[config.mk]
export PLATFORM = sky130hd
export DESIGN_NAME = mdio_link_scheduler
export DESIGN_NICKNAME = d
export VERILOG_FILES = /design/src/rtl/mdio_link_scheduler.sv
export SDC_FILE = /design/constraint.sdc
export NUM_CORES = 1
export LEC_CHECK = 0
export BUFFER_PORTS_ARGS = -buffer_cell sky130_fd_sc_hd__buf_2
export CAP_MARGIN = 20
export CORE_UTILIZATION = 40
export DETAILED_ROUTE_END_ITERATION = 8
export GPL_TIMING_DRIVEN = 0
export PLACE_DENSITY = 0.68
export SLEW_MARGIN = 20
export SYNTH_ARGS = -nofsm -noshare
export SYNTH_HDL_FRONTEND = slang
export SYNTH_SLANG_ARGS = --single-unit
[constraint.sdc]
create_clock -name sys_clk -period 2.9 [get_ports sys_clk]
set_input_delay 0.145 -clock sys_clk [delete_from_list [all_inputs] [get_ports sys_clk]]
set_output_delay 0.145 -clock sys_clk [all_outputs]
set_load 0.02 [all_outputs]
[src/rtl/mdio_link_scheduler.sv]
//------------------------------------------------------------------------------
// mdio_link_scheduler
//
// Purpose:
//   Sequences every access to the shared MDIO master engine. A start pulse
//   writes a fixed three-entry PHY configuration table. The block then polls
//   BMSR periodically and reports the link state. Each access is guarded by a
//   timeout that aborts the sequence and raises a sticky error flag.
//
// Optional feature (compile-time macro MDIO_SPEED_POLL_EN):
//   When the macro is defined, each poll round ends with a read of PHY
//   register 0x11, which updates speed/duplex. When it is undefined, speed and
//   duplex are tied to zero and register 0x11 is never accessed.
//
// Parameters:
//   POLL_CYC     sys_clk cycles between poll rounds (minimum 4)
//   TIMEOUT_CYC  cycles op_req may stay high without op_done before abort
//   PHY_ADDR     PHY address driven on op_phy_addr
//
// Ports:
//   sys_clk, sys_rst_n   clock (rising edge), asynchronous active-low reset
//   start                single-cycle pulse: begin / restart the init table
//   op_req .. op_wdata   request to the MDIO engine (registered, held stable)
//   op_done, op_rdata    completion pulse and read data from the engine
//   busy                 access outstanding or init table in progress
//   init_done            table fully written (cleared by start or timeout)
//   link_up, link_change last sampled BMSR bit 2 and its 1-cycle change pulse
//   err                  sticky access-timeout flag
//   speed, duplex        PHY speed/duplex (optional feature, else 0)
//------------------------------------------------------------------------------
module mdio_link_scheduler #(
    parameter int         POLL_CYC    = 5000000,
    parameter int         TIMEOUT_CYC = 4096,
    parameter logic [4:0] PHY_ADDR    = 5'h01
) (
    input  logic        sys_clk,
    input  logic        sys_rst_n,
    input  logic        start,
    output logic        op_req,
    output logic        op_wr,
    output logic [4:0]  op_phy_addr,
    output logic [4:0]  op_reg_addr,
    output logic [15:0] op_wdata,
    input  logic        op_done,
    input  logic [15:0] op_rdata,
    output logic        busy,
    output logic        init_done,
    output logic        link_up,
    output logic        link_change,
    output logic        err,
    output logic [1:0]  speed,
    output logic        duplex
);

    localparam int PT_W = $clog2(POLL_CYC + 1);
    localparam int TO_W = $clog2(TIMEOUT_CYC + 1);
    localparam logic [PT_W-1:0] POLL_LAST = PT_W'(POLL_CYC - 1);
    localparam logic [TO_W-1:0] TO_LAST   = TO_W'(TIMEOUT_CYC - 1);

    localparam logic [4:0] REG_BMSR = 5'h01;

    localparam logic [2:0] ST_IDLE      = 3'd0;
    localparam logic [2:0] ST_INIT_REQ  = 3'd1;
    localparam logic [2:0] ST_POLL_WAIT = 3'd2;
    localparam logic [2:0] ST_RD1_REQ   = 3'd3;
    localparam logic [2:0] ST_RD2_REQ   = 3'd4;
`ifdef MDIO_SPEED_POLL_EN
    localparam logic [2:0] ST_SPD_REQ   = 3'd5;
    localparam logic [4:0] REG_SPEED    = 5'h11;
`endif

    logic [2:0]      state;
    logic [1:0]      idx;
    logic [PT_W-1:0] poll_tmr;
    logic [TO_W-1:0] to_cnt;

    // Init table: register address per entry
    function automatic logic [4:0] tbl_reg(input logic [1:0] i);
        case (i)
            2'd0:    return 5'h04;
            default: return 5'h00;
        endcase
    endfunction

    // Init table: write data per entry
    function automatic logic [15:0] tbl_data(input logic [1:0] i);
        case (i)
            2'd0:    return 16'h01E1;
            2'd1:    return 16'h1140;
            default: return 16'h1340;
        endcase
    endfunction

    assign busy = op_req | (state == ST_INIT_REQ);

`ifdef MDIO_SPEED_POLL_EN
    logic unused_rdata_bits;
    assign unused_rdata_bits = ^{op_rdata[12:3], op_rdata[1:0]};
`else
    logic unused_rdata_bits;
    assign unused_rdata_bits = ^{op_rdata[15:3], op_rdata[1:0]};
    assign speed  = 2'b00;
    assign duplex = 1'b0;
`endif

    always_ff @(posedge sys_clk or negedge sys_rst_n) begin
        if (!sys_rst_n) begin
            state       <= ST_IDLE;
            idx         <= 2'd0;
            poll_tmr    <= '0;
            to_cnt      <= '0;
            op_req      <= 1'b0;
            op_wr       <= 1'b0;
            op_phy_addr <= 5'h00;
            op_reg_addr <= 5'h00;
            op_wdata    <= 16'h0000;
            init_done   <= 1'b0;
            link_up     <= 1'b0;
            link_change <= 1'b0;
            err         <= 1'b0;
`ifdef MDIO_SPEED_POLL_EN
            speed       <= 2'b00;
            duplex      <= 1'b0;
`endif
        end else begin
            link_change <= 1'b0;

            // A start can only be taken between accesses; while a request is
            // outstanding the engine owns the bus and the pulse is dropped.
            if (start && !op_req) begin
                state     <= ST_INIT_REQ;
                idx       <= 2'd0;
                err       <= 1'b0;
                init_done <= 1'b0;
                poll_tmr  <= '0;
            end else if (op_req) begin
                // op_done beats a timeout that expires in the same cycle
                if (op_done) begin
                    op_req <= 1'b0;
                    case (state)
                        ST_INIT_REQ: begin
                            if (idx == 2'd2) begin
                                init_done <= 1'b1;
                                poll_tmr  <= '0;
                                state     <= ST_POLL_WAIT;
                            end else begin
                                idx <= idx + 2'd1;
                            end
                        end
                        // First BMSR read only clears the latched-low link bit
                        ST_RD1_REQ: state <= ST_RD2_REQ;
                        ST_RD2_REQ: begin
                            link_up     <= op_rdata[2];
                            link_change <= (op_rdata[2] != link_up);
`ifdef MDIO_SPEED_POLL_EN
                            state       <= ST_SPD_REQ;
`else
                            poll_tmr    <= '0;
                            state       <= ST_POLL_WAIT;
`endif
                        end
`ifdef MDIO_SPEED_POLL_EN
                        ST_SPD_REQ: begin
                            // Speed/duplex are meaningless with the link down
                            if (link_up) begin
                                speed  <= op_rdata[15:14];
                                duplex <= op_rdata[13];
                            end
                            poll_tmr <= '0;
                            state    <= ST_POLL_WAIT;
                        end
`endif
                        default: state <= ST_IDLE;
                    endcase
                end else if (to_cnt == TO_LAST) begin
                    op_req    <= 1'b0;
                    err       <= 1'b1;
                    init_done <= 1'b0;
                    state     <= ST_IDLE;
                end else begin
                    to_cnt <= to_cnt + 1'b1;
                end
            end else begin
                // op_req is low here, so any request raised below is always
                // preceded by at least one low cycle.
                case (state)
                    ST_INIT_REQ: begin
                        op_req      <= 1'b1;
                        op_wr       <= 1'b1;
                        op_phy_addr <= PHY_ADDR;
                        op_reg_addr <= tbl_reg(idx);
                        op_wdata    <= tbl_data(idx);
                        to_cnt      <= '0;
                    end
                    ST_POLL_WAIT: begin
                        if (poll_tmr == POLL_LAST) begin
                            poll_tmr <= '0;
                            state    <= ST_RD1_REQ;
                        end else begin
                            poll_tmr <= poll_tmr + 1'b1;
                        end
                    end
                    ST_RD1_REQ, ST_RD2_REQ: begin
                        op_req      <= 1'b1;
                        op_wr       <= 1'b0;
                        op_phy_addr <= PHY_ADDR;
                        op_reg_addr <= REG_BMSR;
                        op_wdata    <= 16'h0000;
                        to_cnt      <= '0;
                    end
`ifdef MDIO_SPEED_POLL_EN
                    ST_SPD_REQ: begin
                        op_req      <= 1'b1;
                        op_wr       <= 1'b0;
                        op_phy_addr <= PHY_ADDR;
                        op_reg_addr <= REG_SPEED;
                        op_wdata    <= 16'h0000;
                        to_cnt      <= '0;
                    end
`endif
                    default: ;
                endcase
            end
        end
    end

endmodule
Word level (Yosys, flattened, before mapping). Cells that the tools add are included.

Register bits: 69. Bits of input ports: 20. Output and inout bits: 36. Logic and storage cells: 109.

Multiplexer cells: 47. Reductions and logical operators: 23. Add/sub/neg operators: 3. Equal/unequal tests: 20. Bitwise logic cells: 3.

Operator list (number): 23-bit two-way mux (6); 13-bit two-way mux (4); 23-bit case mux with 2 select lines (1); 16-bit case mux with 2 select lines (1); 13-bit case mux with 2 select lines (1); 3-bit two-way mux (8); 4-bit AND reduction (6); 23-bit by 1-bit adder with 23-bit output (second input constant) (1); 23-bit == test (second input constant) (1); 1-bit two-way mux (18); 13-bit by 1-bit adder with 13-bit output (second input constant) (1); 13-bit by 12-bit == test with 1-bit output (second input constant) (1); 2-bit nonzero test (6); 2-bit two-way mux (5); 5-bit case mux with 2 select lines (1); 3-bit by 1-bit != test with 1-bit output (second input constant) (3); 3-bit case mux with 3 select lines (1); 3-bit AND reduction (3); 3-bit nonzero test (3); 4-bit by 1-bit != test with 1-bit output (second input constant) (2); 3-bit by 2-bit == test with 1-bit output (second input constant) (2); 2-bit != test (second input constant) (3); 5-bit by 3-bit != test with 1-bit output (second input constant) (1); 4-bit by 2-bit != test with 1-bit output (second input constant) (1); 15 further kinds (16).

Logic depth before layout (Yosys ltp). Gate-level depths: netlist (run 1).

Word-level depth: 6. Depth in mapped cells: 9. Gate-level depth less buffers: 7.

Worst setup path before layout (run 1). No wires, ideal clock.

Kind: register to register. Start: reg poll_tmr[7]. End: reg poll_tmr[18]. Data arrival time: 2.167 ns. Setup slack: 0.605 ns. Buffers on the path: 2. Setup time: 0.128 ns. Period minus slack after synthesis: 2.295 ns. Data required time: 2.772 ns. Cell stages (with the launch flop): 8. Path through: dfrtp_1 -> or4b_1 -> or4_1 -> o31a_2 -> buf_6 -> buf_8 -> a22oi_4 -> o31ai_1.

Longest elaborated chain between the ends: 5. Elaborated cells between the ends (all ways): 6. Classes of those cells: add/sub: 1; eq/ne: 1; mux: 4.

Ends and longest elaborated chain: from (decl) (RTL line 74) `logic [PT_W-1:0] poll_tmr;`; from (signal assigned) (RTL line 200) `poll_tmr <= poll_tmr + 1'b1;`; 23-bit by 1-bit adder with 23-bit output / 23-bit == test (equally long branches) (RTL line 200, 196); 23-bit two-way mux (*) (RTL line 196) `if (poll_tmr == POLL_LAST) begin`; 23-bit two-way mux (*) (RTL line 186) `case (state)`; 23-bit two-way mux (*) (RTL line 136) `end else if (op_req) begin`; 23-bit two-way mux (*) (RTL line 130) `if (start && !op_req) begin`.

Mark *: on every way between the ends. The rest lies on a longest branch, timed or not. The select of a mux whose other input is x is not followed. A chain may end at the register's enable or synchronous reset.

Worst setup path after layout (run 1).
Start: reg poll_tmr[7]. End: reg poll_tmr[9].

Same word-level chain as after synthesis.

==> results of run 1 <==
[cell usage after synthesis, types with 3 or more instances]
library cell and instances:
sky130_fd_sc_hd__a21o_1 3, sky130_fd_sc_hd__a21oi_1 11, sky130_fd_sc_hd__a22o_1 9, sky130_fd_sc_hd__a31oi_1 4, sky130_fd_sc_hd__and2_1 3, sky130_fd_sc_hd__and3_1 6, sky130_fd_sc_hd__and4_1 3, sky130_fd_sc_hd__buf_4 23
sky130_fd_sc_hd__clkbuf_1 11, sky130_fd_sc_hd__dfrtp_1 53, sky130_fd_sc_hd__ha_1 6, sky130_fd_sc_hd__inv_1 12, sky130_fd_sc_hd__nand2_1 38, sky130_fd_sc_hd__nand2b_1 7, sky130_fd_sc_hd__nand3_1 29, sky130_fd_sc_hd__nand3b_1 3
sky130_fd_sc_hd__nand4_1 8, sky130_fd_sc_hd__nor2_1 19, sky130_fd_sc_hd__nor2b_1 4, sky130_fd_sc_hd__nor3_1 12, sky130_fd_sc_hd__nor4_1 3, sky130_fd_sc_hd__o21ai_0 24, sky130_fd_sc_hd__o311ai_1 7, sky130_fd_sc_hd__o31ai_1 3
sky130_fd_sc_hd__or3_1 3
[path summary, 6_finish.rpt]
| check | to | slack, ns | cells after the start |
|---|---|---|---|
| setup reg to reg | poll_tmr[9] | 0.39 | 6 |
| hold reg to reg | op_phy_addr[0] | 0.48 | 1 |
| setup / recovery | poll_tmr[9] | 0.39 | 6 |
| hold / removal | err | 0.06 | 2 |
| min in group asynchronous | to_cnt[10] | 0.40 | 2 |
| max in group asynchronous | poll_tmr[18] | 2.05 | 2 |
[layout make-up]
cell class | count | share of cell area [%]
timing repair buffer | 22 | 3.37
sequential | 53 | 38.0
multi-input combinational | 256 | 43.0
tap | 99 | 3.55
clock inverter | 2 | 1.11
inverter | 12 | 1.29
clock buffer | 6 | 2.08
buffer | 38 | 7.66
[power by group through the flow]
stage	clock, W	sequential [W]	combinational, W
2_1_floorplan	0	0.000993	0.000667
3_3_place_gp	0	0.000939	0.000982
3_5_place_dp	0	0.000945	0.00100
4_1_cts	0.000527	0.000930	0.00101
5_1_grt	0.000550	0.000948	0.00112
6_report	0.000511	0.000929	0.00100
[logic make-up (layout without fill, tap and decap cells)]
family,after synthesis,in the layout,share of synthesized area (%)
compound gates,80,80,18.3
xor+xnor,2,2,0.570
fa+ha+maj,6,6,2.44
buf+inv,50,80,10.2
flops,53,53,43.2
mux,3,3,1.06
other cells,1,19,0.122
simple gates,146,146,24.2
[per-stage QoR]
step	instance area (um2)	cells	hold WS (ns)	util (%)	setup WS, ns
2_1_floorplan	3140	359	-0.151	-	0.605
3_3_place_gp	3370	479	0.384	46.0	0.414
3_5_place_dp	3370	479	0.230	46.0	0.383
4_1_cts	3490	488	0.0502	47.7	0.358
5_1_grt	3490	488	0.0577	47.7	0.154
6_report	3490	488	0.0602	47.7	0.390
[sequential cells by signal, summed over array words and instances, names as in the netlist, 2 cells and up]
signal,cells
to_cnt,13
op_wdata,4
state,3
op_reg_addr,2
idx,2
poll_tmr,23
[critical path, cell delays in order, from the launching register on]
cell and delay, ns:
sky130_fd_sc_hd__dfrtp_1 0.44, sky130_fd_sc_hd__or4b_1 0.50, sky130_fd_sc_hd__or4_1 0.56, sky130_fd_sc_hd__o31a_2 0.33, sky130_fd_sc_hd__nand2_1 0.21, sky130_fd_sc_hd__clkbuf_8 0.23, sky130_fd_sc_hd__o311ai_1 0.11
[per-layer routing]
layer	global-route usage, %	up-vias	part of all wire (%)	routed length [um]
met5	0	-	0	0
met3	2.83	5	3.1	200
met2	27.7	42	47	3030
li1	-	1296	-	-
met4	5.77	0	0.98	64
met1	22.8	1216	49	3200
==> summary.txt, run 1 <==
Worst setup path
  • CP endpoint kind: register
  • Critical Path Source: poll_tmr[7]
  • CP Data Required Time: 3.09 ns
  • Worst-path maximum fanout: 10
  • Launching element type of the critical path: register
  • Data arrival at the endpoint of the critical path: about 2.7 ns
  • Worst setup path category: reg2reg
  • Startpoint of the most critical register-to-register path: poll_tmr[7]

Status
  • Outcome: complete, no violations

STA
  • Post-route fraction of the period consumed by the critical path: 86.5%
  • Slew Viols, Final: 0
  • Final number of setup-violating endpoints: 0
  • Slew Limit Headroom: a little over two fifths
  • RSZ-0062 raised after global routing: no
  • Clock Skew: 0.0133 ns
  • Summed negative setup slack over all endpoints: 0 ns
  • Post-layout minimum cycle time: 2.51 ns
  • Maximum achievable frequency: between 300 and 400 MHz
  • Number of failing hold endpoints at the final stage: 0
  • Transition time at the pin with the least slew margin: 0.857 ns

Floorplan
  • Number of standard-cell rows in the floorplan: 31
  • Effective utilization at floorplan: 41.9%
  • Ports placed on the boundary: 56
  • Area of the placeable core: 0.00733 mm2
  • Die H: 89.7 um
  • Horiz. Die Dim: 89.7 um
  • Die Footprint: between 0.008 and 0.009 mm2

Logic synthesis
  • Yosys Warn Count: 0
  • Area leader, netlist: sky130_fd_sc_hd__dfrtp_1
  • Proportion of synthesized chip area in sequential cells: a little over two fifths
  • Number of synthesized flops with an enable pin: 0
  • Unique cell type count in the Yosys netlist: 54
  • Flip-flop and latch count after synthesis: 53
  • Share of the synthesized area in the top cell type: 43.2%
  • Syn Inst Count: around 340
  • Commonest register cell after synthesis: sky130_fd_sc_hd__dfrtp_1
  • Syn Area/Cell: ~9.0 um2
  • Post-synthesis instance area: 0.00307 mm2
  • Ys async rst share: 100%
  • Leading cell types by total area after synthesis: sky130_fd_sc_hd__dfrtp_1 43%, sky130_fd_sc_hd__buf_4 5.6%, sky130_fd_sc_hd__nand3_1 4.7%

Final layout
  • Share of final-layout standard cells stronger than drive strength 1: between 10% and 20%
  • Area used by sequential logic in the layout: 0.00133 mm2
  • Filler instances: approximately 730
  • Area delta synth->final: 13.7%
  • Commonest cells after routing, fill and taps aside: 53 x sky130_fd_sc_hd__dfrtp_1, 38 x sky130_fd_sc_hd__nand2_1, 29 x sky130_fd_sc_hd__nand3_1
  • Net total in the final layout: 414
  • Area of the multi-input gates: 0.00150 mm2
  • Commonest non-fill, non-tap cell in the layout: sky130_fd_sc_hd__dfrtp_1
  • Number of antenna diodes: 0

Hold path
  • Worst min path class: in2reg
  • Worst hold start: start

Placed design
  • Number of port buffers: 21
  • Placed wire-length estimate after detailed placement: 4.56 mm
  • Global placer's final weighted congestion: 0.846

Detailed routing
  • Antenna viol nets, final: 0
  • Average wire per cell in the routed design: 13.3 um
  • Overall routed net length: 6.50 mm
  • First-pass iteration count of the detailed router: 4
  • Via-per-instance ratio: 5.24
  • Via count: 2559
  • Drt drc: 0
  • Drt first-iter violations: 108

Power and ir drop
  • Share of power burned in the clock network: around a fifth
  • VDD IR-drop max: 0.317 mV
  • Fraction of power spent switching nets: 40.0%
  • Comb power frac: 41.0%
  • Pwr Density: 699 mW/mm2
  • Power dissipated by switching net loads: 0.000975 W
  • Power, Total: roughly 0.0024 W
  • Internal Power: 0.00147 W
  • Power share of the sequential group: 38.1%
  • Leakage Power: 1.55 nW

CTS
  • CTS resizes: 0
  • Worst-case clock buffer depth: 2
  • TritonCTS buffer count: 5
  • CTS H-tree lvls: 2
  • Clock root buffer master: sky130_fd_sc_hd__clkbuf_8
  • Clock edge transition at the registers on the reported setup and hold paths: 0.10 ns
  • Post-CTS Setup Bufs: 0
  • Clk sinks: 53
  • Count of hold buffers inserted by post-cts repair: 1
  • Clock latency of the later-clocked register in the worst-skew pair: 0.32 ns
  • Clock tree from TritonCTS: yes

Global route
  • Wire length of the first global-routing pass: 10.6 mm
  • Via count of the first global-routing pass: about 2.3k
  • Total global routing overflow: 0
  • All-Layer GR Usage: 17.0%
  • Maximum number of pins on one net before global-route repair: 54
  • Number of antenna violations at the first check in global routing: 0

Run
  • Max-cap violations: 0
Note: power is estimated with default switching activity, not from simulation.
==> run 2, diff against run 1 <==
--- a/config.mk
+++ b/config.mk
@@ -7,10 +7,10 @@
 export LEC_CHECK = 0
 export BUFFER_PORTS_ARGS = -buffer_cell sky130_fd_sc_hd__buf_2
 export CAP_MARGIN = 20
-export CORE_UTILIZATION = 40
+export CORE_UTILIZATION = 56
 export DETAILED_ROUTE_END_ITERATION = 8
 export GPL_TIMING_DRIVEN = 0
-export PLACE_DENSITY = 0.68
+export PLACE_DENSITY = 0.87
 export SLEW_MARGIN = 20
 export SYNTH_ARGS = -nofsm -noshare
 export SYNTH_HDL_FRONTEND = slang
==> run 2 against run 1 <==
  * Power rose by 3.7%
  * Routed wire length is 0.77% lower
  * Non-clock buffer count stayed put
  * Flip-flop and latch count stayed put
==> summary.txt, run 2 (synthesis gave the netlist of run 1 again) <==
Floorplan
  • Horiz. Die Dim: 76.1 um
  • Die H: ~76 um
  • Number of standard-cell rows in the floorplan: 26
  • Area of the placeable core: 0.00520 mm2
  • Effective utilization at floorplan: 59.0%
  • Ports placed on the boundary: 56
  • Die Footprint: between 0.005 and 0.006 mm2

Final layout
  • Leading registers by flop count: poll_tmr: 23 flops, to_cnt: 13 flops, op_wdata: 4 flops
  • Net total in the final layout: 414
  • Area used by sequential logic in the layout: 0.00133 mm2
  • Post-route core utilization: 66.9%
  • Area of the multi-input gates: 0.00150 mm2
  • Flip-flop count of the largest register, all copies and words added: 23
  • Number of standard cells in the layout, taps in and fillers out: roughly 460
  • Number of antenna diodes: 0
  • Filler instances: 424
  • Commonest non-fill, non-tap cell in the layout: sky130_fd_sc_hd__dfrtp_1
  • Share of final-layout standard cells stronger than drive strength 1: 16.7%
  • Commonest cells after routing, fill and taps aside: 53 x sky130_fd_sc_hd__dfrtp_1, 38 x sky130_fd_sc_hd__nand2_1, 29 x sky130_fd_sc_hd__nand3_1
  • Register with the most flip-flops: poll_tmr
  • Final standard cell area without fillers: 0.00348 mm2
  • Area delta synth->final: 13.4%

Worst setup path
  • Slowest stage cell, crit path: sky130_fd_sc_hd__or4_1
  • R2r setup slk: around 0.30 ns
  • Data arrival at the endpoint of the critical path: roughly 2.8 ns
  • CP top delay family: simple AND/OR/NAND/NOR gates
  • Launching element type of the critical path: register
  • CP max stage delay: 0.56 ns
  • CP Data Required Time: 3.10 ns
  • R2R Path End: poll_tmr[10]
  • Startpoint of the most critical register-to-register path: poll_tmr[7]
  • CP endpoint kind: register
  • Crit path cell chain: or4b_1 > or4_1 > o31ai_2 > o21ai_0 > a22o_1
  • Count of cells along the worst register-to-register path: 5
  • Worst setup path category: reg2reg
  • Critical path buffers and inverters: 0
  • Worst-path maximum fanout: 7

Global route
  • Maximum number of pins on one net before global-route repair: 54
  • Via count of the first global-routing pass: 2469
  • All-Layer GR Usage: 23.6%
  • Total global routing overflow: 0
  • Wire length of the first global-routing pass: approximately 11 mm
  • Number of antenna violations at the first check in global routing: 0

Status
  • Outcome: complete, no violations

CTS
  • TritonCTS buffer count: 5
  • CTS H-tree lvls: 2
  • Worst-case clock buffer depth: 2
  • Post-CTS Setup Bufs: 0
  • Clock latency of the later-clocked register in the worst-skew pair: 0.32 ns
  • CTS resizes: 0
  • Clock root buffer master: sky130_fd_sc_hd__clkbuf_8
  • Clock tree from TritonCTS: yes
  • Clock edge transition at the registers on the reported setup and hold paths: between 0.1 and 0.15 ns
  • Count of hold buffers inserted by post-cts repair: 1
  • Clk sinks: 53

STA
  • Summed negative setup slack over all endpoints: 0 ns
  • RSZ-0062 raised after global routing: no
  • Slew Limit Headroom: between 30 and 40%
  • Post-route fraction of the period consumed by the critical path: between 80 and 90%
  • Number of failing hold endpoints at the final stage: 0
  • Least setup slack across all paths after layout: a little over 0.3 ns
  • Final number of setup-violating endpoints: 0
  • Transition time at the pin with the least slew margin: between 0.9 and 1 ns
  • Clock Skew: 0.0170 ns
  • Slew Viols, Final: 0
  • Post-layout minimum cycle time: 2.60 ns
  • Maximum achievable frequency: a little under 400 MHz

Placed design
  • Number of port buffers: 21
  • Total instance count after detailed placement: 450
  • Area post-placement: 0.00334 mm2
  • Global placer's final weighted congestion: 0.873
  • Post-Place Worst Slack: between 0.3 and 0.4 ns
  • Placed wire-length estimate after detailed placement: ~4.6 mm

Hold path
  • Hold Path Cell Cnt: 2
  • Hold-critical path endpoint: err
  • Worst min path class: in2reg
  • Worst hold start: start

Detailed routing
  • Drt drc: 0
  • Via-per-instance ratio: 5.76
  • Average wire per cell in the routed design: roughly 14 um
  • Via count: 2645
  • Overall routed net length: 6.45 mm
  • Antenna viol nets, final: 0
  • First-pass iteration count of the detailed router: 5
  • Drt first-iter violations: approximately 200

Power and ir drop
  • Pwr Density: 727 mW/mm2
  • Leakage Power: between 1.5 and 2 nW
  • VDD IR-drop max: approximately 0.43 mV

Run
  • Max-cap violations: 0
==> run 2: metrics by stage <==
stage,hold WS [ns],power (W)
floorplan,-0.151,0.00166
global placement,0.384,0.00190
detailed placement,0.222,0.00194
CTS,0.0661,0.00253
global route,0.0721,0.00268
finish,0.0629,0.00253
==> run 2: worst max path at each step <==
stage	cells past startpoint	endpoint	slack, ns	startpoint
final	5	poll_tmr[10]	0.30	poll_tmr[7]
after floorplan	7	poll_tmr[18]	0.61	poll_tmr[7]
after global routing	5	poll_tmr[10]	0.18	poll_tmr[7]
after detailed placement	5	poll_tmr[10]	0.37	poll_tmr[7]
after CTS	5	poll_tmr[10]	0.35	poll_tmr[7]
after global placement	5	poll_tmr[2]	0.48	poll_tmr[7]
==> run 2: power by group <==
group | internal (W) | switching, W
logic | 0.000369 | 0.000624
clock network | 0.000348 | 0.000258
registers | 0.000838 | 0.0000947
total | 0.00155 | 0.000977
==> run 2: area by class of cell <==
type | instances | area share, %
clock buffer | 5 | 1.98
tap | 70 | 2.51
sequential | 53 | 38.1
buffer | 38 | 7.69
clock inverter | 3 | 1.98
inverter | 12 | 1.29
timing repair buffer | 22 | 3.38
multi-input combinational | 256 | 43.1
==> run 2: routing by layer <==
layer | GRT usage [%] | wire [um] | up-vias
met5 | 0 | 0 | -
li1 | - | - | 1288
met4 | 7.31 | 46 | 0
met2 | 41.0 | 3250 | 89
met3 | 4.19 | 347 | 9
met1 | 30.1 | 2800 | 1259
